--- src/rtl/fetch_stage.sv ---
// -----------------------------------------------------------------------------
// fetch_stage
//
// Instruction fetch stage with a single outstanding instruction-memory request
// and an IF/ID pipeline register feeding decode.
//
// A four-state controller sequences memory requests:
//   IDLE  - one cycle after reset, no request.
//   WAIT  - request open at the current PC.
//   HOLD  - a response arrived during a decode stall and sits in a one-entry
//           buffer until the stall drops. No request is issued.
//   DRAIN - a redirect abandoned an open request. Its address is kept on the
//           bus until the stale response arrives and is thrown away.
//
// Ports
//   clk                   : single clock, rising edge
//   reset                 : asynchronous, active-high
//   stall                 : decode hazard; IF/ID and PC hold
//   flush                 : squash IF/ID to a bubble
//   redirect, redirect_pc : taken branch/jump; fetch restarts at the target
//   imem_req, imem_addr   : level request and word-aligned address
//   imem_valid/imem_rdata : one-cycle response completing the open request
//   instruction_to_decode, if_id_pc, if_id_pc_plus4, if_id_valid : IF/ID
// -----------------------------------------------------------------------------
module fetch_stage #(
    parameter logic [31:0] RESET_PC  = 32'h0000_0000,
    parameter logic [31:0] NOP_INSTR = 32'h0000_0013
) (
    input  logic        clk,
    input  logic        reset,
    input  logic        stall,
    input  logic        flush,
    input  logic        redirect,
    input  logic [31:0] redirect_pc,
    output logic        imem_req,
    output logic [31:0] imem_addr,
    input  logic        imem_valid,
    input  logic [31:0] imem_rdata,
    output logic [31:0] instruction_to_decode,
    output logic [31:0] if_id_pc,
    output logic [31:0] if_id_pc_plus4,
    output logic        if_id_valid
);

    localparam int DATA_W = 32;

    typedef enum logic [1:0] {
        IDLE  = 2'd0,
        WAIT  = 2'd1,
        HOLD  = 2'd2,
        DRAIN = 2'd3
    } state_t;

    state_t              state_p0;
    state_t              state_nxt;
    logic [DATA_W-1:0]   pc_p0;
    logic [DATA_W-1:0]   pc_nxt;
    logic [DATA_W-1:0]   drain_addr_p0;
    logic [DATA_W-1:0]   drain_addr_nxt;
    logic [DATA_W-1:0]   hold_instr_p0;
    logic [DATA_W-1:0]   hold_instr_nxt;
    logic                ifid_load;
    logic [DATA_W-1:0]   ifid_instr_nxt;

    logic [DATA_W-1:0]   ifid_instr_p1;
    logic [DATA_W-1:0]   ifid_pc_p1;
    logic [DATA_W-1:0]   ifid_pc_plus4_p1;
    logic                vld_p1;

    function automatic logic [DATA_W-1:0] word_align(input logic [DATA_W-1:0] addr);
        return addr & ~(DATA_W'(3));
    endfunction

    // Wraps naturally modulo 2^32.
    function automatic logic [DATA_W-1:0] pc_incr(input logic [DATA_W-1:0] addr);
        return addr + DATA_W'(4);
    endfunction

    // Fetch control: next state, next PC, and whether IF/ID loads this cycle.
    always_comb begin
        state_nxt      = state_p0;
        pc_nxt         = pc_p0;
        drain_addr_nxt = drain_addr_p0;
        hold_instr_nxt = hold_instr_p0;
        ifid_load      = 1'b0;
        ifid_instr_nxt = imem_rdata;

        case (state_p0)
            IDLE: begin
                state_nxt = WAIT;
                if (redirect) begin
                    pc_nxt = word_align(redirect_pc);
                end
            end

            WAIT: begin
                if (redirect) begin
                    pc_nxt = word_align(redirect_pc);
                    if (imem_valid) begin
                        // Response lands in the same cycle: drop it and
                        // issue at the new PC immediately.
                        state_nxt = WAIT;
                    end else begin
                        // Request still open: keep its address on the bus
                        // until the stale response has been absorbed.
                        state_nxt      = DRAIN;
                        drain_addr_nxt = pc_p0;
                    end
                end else if (imem_valid) begin
                    if (stall) begin
                        hold_instr_nxt = imem_rdata;
                        state_nxt      = HOLD;
                    end else begin
                        ifid_load      = 1'b1;
                        ifid_instr_nxt = imem_rdata;
                        pc_nxt         = pc_incr(pc_p0);
                    end
                end
            end

            HOLD: begin
                if (redirect) begin
                    pc_nxt    = word_align(redirect_pc);
                    state_nxt = WAIT;
                end else if (!stall) begin
                    ifid_load      = 1'b1;
                    ifid_instr_nxt = hold_instr_p0;
                    pc_nxt         = pc_incr(pc_p0);
                    state_nxt      = WAIT;
                end
            end

            DRAIN: begin
                if (redirect) begin
                    pc_nxt = word_align(redirect_pc);
                end
                if (imem_valid) begin
                    state_nxt = WAIT;
                end
            end

            default: begin
                state_nxt = IDLE;
            end
        endcase
    end

    // ---- stage p0: fetch control state ----
    always_ff @(posedge clk or posedge reset) begin
        if (reset) begin
            state_p0 <= IDLE;
            pc_p0    <= RESET_PC;
        end else begin
            state_p0 <= state_nxt;
            pc_p0    <= pc_nxt;
        end
    end

    // The buffer and the drain address are qualified by state, so they need
    // no reset.
    always_ff @(posedge clk) begin
        drain_addr_p0 <= drain_addr_nxt;
        hold_instr_p0 <= hold_instr_nxt;
    end

    // ---- stage p1: IF/ID register ----
    always_ff @(posedge clk or posedge reset) begin
        if (reset) begin
            ifid_instr_p1    <= NOP_INSTR;
            ifid_pc_p1       <= '0;
            ifid_pc_plus4_p1 <= '0;
            vld_p1           <= 1'b0;
        end else if (flush) begin
            // Bubble in; the PC fields are left as they were.
            ifid_instr_p1 <= NOP_INSTR;
            vld_p1        <= 1'b0;
        end else if (ifid_load) begin
            ifid_instr_p1    <= ifid_instr_nxt;
            ifid_pc_p1       <= pc_p0;
            ifid_pc_plus4_p1 <= pc_incr(pc_p0);
            vld_p1           <= 1'b1;
        end
    end

    assign imem_req  = (state_p0 == WAIT) || (state_p0 == DRAIN);
    assign imem_addr = (state_p0 == DRAIN) ? drain_addr_p0 : pc_p0;

    assign instruction_to_decode = ifid_instr_p1;
    assign if_id_pc              = ifid_pc_p1;
    assign if_id_pc_plus4        = ifid_pc_plus4_p1;
    assign if_id_valid           = vld_p1;

endmodule

--- config.mk ---
export PLATFORM = sky130hd
export DESIGN_NAME = fetch_stage
export DESIGN_NICKNAME = d
export VERILOG_FILES = /design/src/rtl/fetch_stage.sv
export SDC_FILE = /design/constraint.sdc
export NUM_CORES = 1
export LEC_CHECK = 0
export ABC_AREA = 0
export CAP_MARGIN = 0
export CELL_PAD_IN_SITES_DETAIL_PLACEMENT = 2
export CELL_PAD_IN_SITES_GLOBAL_PLACEMENT = 2
export CORE_MARGIN = 2
export CORE_UTILIZATION = 31
export CTS_BUF_LIST = sky130_fd_sc_hd__clkbuf_4
export DETAILED_ROUTE_END_ITERATION = 10
export PLACE_DENSITY_LB_ADDON = 0.1
export REMOVE_ABC_BUFFERS = 1
export SYNTH_ARGS = -nofsm -noshare
export SYNTH_HDL_FRONTEND = slang
export SYNTH_SLANG_ARGS = --single-unit
--- constraint.sdc ---
create_clock -name clk -period 4.2 [get_ports clk]
set_input_delay 0.84 -clock clk [delete_from_list [all_inputs] [get_ports clk]]
set_output_delay 0.84 -clock clk [all_outputs]
set_load 0.01 [all_outputs]
## Yosys cells after proc, flatten, opt, wreduce, memory -nomap -nowiden

Index checks and enable logic that the tools add are counted.

- Shifts and indexed selects: 0
- $lt $le $gt $ge: 0
- Reductions and logical operators: 9
- Multiply operators: 0
- Equal/unequal tests: 8
- Bitwise gates (word level): 3
- Divide/modulo/power cells: 0
- Add/sub/neg operators: 1
- Multiplexer cells: 27

Operators by type and width:

| operator | number |
|---|---|
| two-way mux 32 bit | 11 |
| case mux 32 bit (3 select lines) | 1 |
| adder 32 x 3 -> 32 bit (second input constant) | 1 |
| two-way mux 2 bit | 7 |
| inequality test 3 bit (second input constant) | 3 |
| case mux 2 bit (4 select lines) | 1 |
| two-way mux 1 bit | 6 |
| AND reduction 3 bit | 2 |
| equality test 2 bit (second input constant) | 2 |
| AND reduction 2 bit | 2 |
| AND reduction 4 bit | 1 |
| inverter 1 bit | 3 |
| equality test 2 x 1 -> 1 bit (second input constant) | 1 |
| logical NOT 2 bit | 1 |
| inequality test 2 x 1 -> 1 bit (second input constant) | 1 |
| inequality test 2 bit (second input constant) | 1 |
| case mux 1 bit (2 select lines) | 1 |
| nonzero test 2 bit | 1 |
| OR reduction 2 bit | 1 |
| logical OR 1 bit | 1 |

- Output and inout port bits: 130
- Input bits: 70
- Latch bits: 0
- Register bits after elaboration: 195
- Memories kept: 0
- Bits in writable memories: 0
- ROM bits: 0

## Logic depth before layout (Yosys ltp)

- Word-level depth: 6
- Gate-level depth with buffers: 8
- Gate-level depth less buffers: 6

## Worst setup path before layout

Ideal clock, no wire load.

- Path type: in2reg
- Start: input redirect
- End: register hold_instr_p0[0] (enable)
- Path slack: 1.165 ns
- Data arrival time: 2.614 ns
- Setup time: 0.421 ns
- Path buffers: 2
- Cell stages on the path: 3
- Path through: clkbuf_1 > clkbuf_1 > nor2_1

- Word-level cells in the longest chain between the ends: 2

RTL lines:

| element | line | RTL |
|---|---|---|
| from (decl) | 33 | `input logic redirect,` |
| inverter 1 bit (no line) | -- |  |
| AND reduction 3 bit (no line) | -- |  |
| to (signal assigned) | 163 | `hold_instr_p0 <= hold_instr_nxt;` |
| to (decl) | 60 | `logic [DATA_W-1:0] hold_instr_p0;` |

No other way between the ends.
A chain may end at the register's enable or synchronous reset.

## Worst setup path after layout

- Start: register state_p0[0]
- End: output imem_addr[29]

- Word-level cells in the longest chain between the ends: 2

RTL lines:

| element | line | RTL |
|---|---|---|
| from (decl) | 54 | `state_t state_p0;` |
| from (signal assigned) | 154 | `state_p0 <= state_nxt;` |
| equality test 2 bit | 186 | `assign imem_addr = (state_p0 == DRAIN) ? drain_addr_p0 : pc_p0;` |
| two-way mux 32 bit | 186 |  |
| to (decl) | 36 | `output logic [31:0] imem_addr,` |

No other way between the ends.

==> impl_metrics.json <==
{
  "power_density_nw_per_um2": 598,
  "drcViolationCount": 0,
  "worstSetupPathType": "reg -> out",
  "fmax_ghz": 0.270,
  "io_buffers": 191,
  "status": "completed",
  "synthCells": 798,
  "finalSetupViolations": 0,
  "hold_class": "reg -> reg",
  "avgSynthCellArea_sq_um": 11.5,
  "wirelength_um": 28200,
  "endpoint": "imem_addr[29]",
  "fp.dieW_um": 176,
  "cts_resized": 0,
  "r2r_setup_slack_ns": 1.62,
  "rsz0062_at_grt": "false",
  "crit_arrival_ns": 2.87,
  "irDropWorstVdd_mv": 0.247,
  "overflow": 0,
  "post_drt_wl_per_cell_um": 20.8,
  "nNetsFinal": 1032,
  "clk_latency_ns": 0.59,
  "dr.pass1.iters": 4,
  "yosysWarningCount": 0,
  "grt_pass1_wl_um": 44300,
  "synth_ff_type": "dfrtp_1",
  "start_util_pct": 31.7,
  "fin_skew_ns": 0.0277,
  "viasPerCell": 5.18,
  "netlist_top_cells_area": "dfrtp_1 (33%), edfxtp_1 (20%), mux2_2 (14%)",
  "n_fill_cell": 3014,
  "antenna_found_initial": 2,
  "startpoint_type": "flip-flop",
  "seq_area_frac_synth_pct": 54.4,
  "clockBufferDepth": 2,
  "crit_fanout": 39,
  "placed_cells_incl_taps": 1323,
  "track_usage_pct": 18.5,
  "cts_made_buffers": 17,
  "fin_util_pct": 40.6,
  "die_area_sq_um": 31000,
  "cts-root-buf": "clkbuf_4",
  "drive_gt1_share_pct": 19.5,
  "post_cts_buffers": 0,
  "finalHoldViolCount": 0,
  "drt.antenna.violating_nets": 0,
  "clk_pin_slew_ns": 0.17,
  "vias": 7018,
  "layoutNonFillerInstCount": 1356,
  "grt_pass1_vias": 7513,
  "htreeDepth": 4,
  "ios": 200,
  "area_growth_pct": 27.9,
  "worstReg2RegStart": "state_p0[0]$_DFFE_PP0P_",
  "ys_types": 55,
  "layout_commonest_cell": "clkdlybuf4s50_1",
  "syn_area_sq_um": 9180,
  "reg2reg_to": "if_id_pc[10]$_DFFE_PP0P_",
  "report.final.slew_viol_count": 0,
  "synth_top_area_cell": "dfrtp_1",
  "core_sq_um": 28900,
  "synth_top_cell_area_share_pct": 33.3,
  "p_leak_nw": 4.25,
  "fin_crit_sh_pct": 88.2,
  "power.total_mw": 7.02,
  "cts.sinks": 187,
  "async_flop_share_pct": 66.8,
  "startpoint": "state_p0[0]$_DFFE_PP0P_",
  "slew_headroom_pct": 33.3,
  "cts_hold_buf": 0,
  "reg2reg_depth": 6,
  "num_rows": 62,
  "place_congestion": 0.726,
  "synth_seq_cells": 187,
  "timing.final.crit_period_ns": 3.71,
  "cp_data_required_time_ns": 3.36,
  "hpwl_um": 18900,
  "drtIter0Drc": 374,
  "tightestPinTransition_ns": 1.00,
  "die_h_um": 176,
  "worstSetupEndpointType": "output port",
  "hp-start": "if_id_pc[29]$_DFFE_PP0P_",
  "cts_tree": "done",
  "maxCapViolCount": 0,
  "synth_edf_count": 62,
  "grt_start_max_net_pins": 64,
  "layout_common_cells": "clkdlybuf4s50_1 (190), dfrtp_1 (122), mux2_2 (117)"
}
through the flow:
step	area (sq um)	hold WS (ns)	TNS (ns)	setup slack, ns
2_1_floorplan	8870	0.506	-292.44	-4.91
3_3_place_gp	11500	0.481	0	0.846
3_5_place_dp	11500	0.495	0	0.800
4_1_cts	11700	0.531	0	0.359
5_1_grt	11700	0.545	0	0.293
6_report	11700	0.523	0	0.494
routing by layer:
metal  vias up  share of wire, %  global-route usage, %
li1       3244                 -                      -
met1      3616                47                   25.0
met5         -             0.046                      0
met4         2              0.84                   3.82
met2       140                48                   30.6
met3        16               4.3                   3.85
synth_stat cells, types with 3 or more instances:
library cell,instances
nand3_1,27
a2bb2oi_1,3
xor2_1,7
nor2b_1,3
o31ai_1,8
a21oi_1,28
o311ai_0,5
nor4_1,7
buf_1,4
xnor2_1,8
or2_2,4
a31oi_1,18
dfrtp_1,122
nor3_1,11
nand2_1,25
mux2_2,117
o21ai_0,30
a211o_1,4
clkbuf_1,49
nand4_1,13
and4_1,3
or4_1,11
edfxtp_1,62
buf_4,6
ha_1,4
buf_2,15
inv_1,11
mux2i_1,32
or3_1,16
o22ai_1,5
o211ai_1,8
a22oi_1,15
dfstp_2,3
nor2_1,84
and3_1,3
flip-flops by register name, summed over array words and instances, names as in the netlist:
signal and flops:
if_id_valid 1, instruction_to_decode 32, state_p0 2, drain_addr_p0 30
if_id_pc_plus4 30, if_id_pc 30, pc_p0 30, hold_instr_p0 32
worst max-delay path, stage by stage, from the launching register on:
cell,delay (ns)
dfrtp_1,0.46
ha_2,0.88
mux2_2,0.42
clkdlybuf4s50_1,0.53
worst min-delay path by stage:
stage               cells past startpoint  slack, ns                          end
floorplan                               0       0.51  drain_addr_p0[31]$_DFFE_PP_
global placement                        2       0.48      if_id_valid$_DFFE_PP0P_
detailed placement                      1       0.49      if_id_pc[3]$_DFFE_PP0P_
CTS                                     1       0.53      if_id_pc[3]$_DFFE_PP0P_
global route                            1       0.55     if_id_pc[11]$_DFFE_PP0P_
finish                                  1       0.52     if_id_pc[29]$_DFFE_PP0P_
where the power goes:
group | switching [mW] | internal, mW
registers | 0.555 | 2.46
clock network | 0.716 | 0.312
logic | 1.39 | 1.59
total | 2.66 | 4.36
logic make-up (layout without fill, tap and decap cells):
| group | after synthesis | after routing | share of synthesized area (%) |
|---|---|---|---|
| buffers and inverters | 86 | 254 | 3.98 |
| and+or+nand+nor | 215 | 215 | 11.7 |
| AOI/OAI and AO/OA | 141 | 141 | 10.0 |
| muxes | 149 | 149 | 17.8 |
| xor gates and xnor gates | 15 | 15 | 1.43 |
| DFF | 187 | 187 | 54.4 |
| adders and majority gates | 4 | 4 | 0.545 |
| other | 1 | 7 | 0.0409 |
final cells by class:
| class | instances | area, sq um | area share, % |
|---|---|---|---|
| Sequential cell | 187 | 4990 | 42.5 |
| Multi-Input combinational cell | 530 | 3870 | 33.0 |
| Timing Repair Buffer | 211 | 2070 | 17.6 |
| Tap cell | 384 | 480 | 4.09 |
| Clock inverter | 14 | 138 | 1.17 |
| Clock buffer | 18 | 135 | 1.15 |
| Inverter | 11 | 46.3 | 0.394 |
| Antenna cell | 1 | 2.50 | 0.0213 |
(Power assumes the default switching activity.)
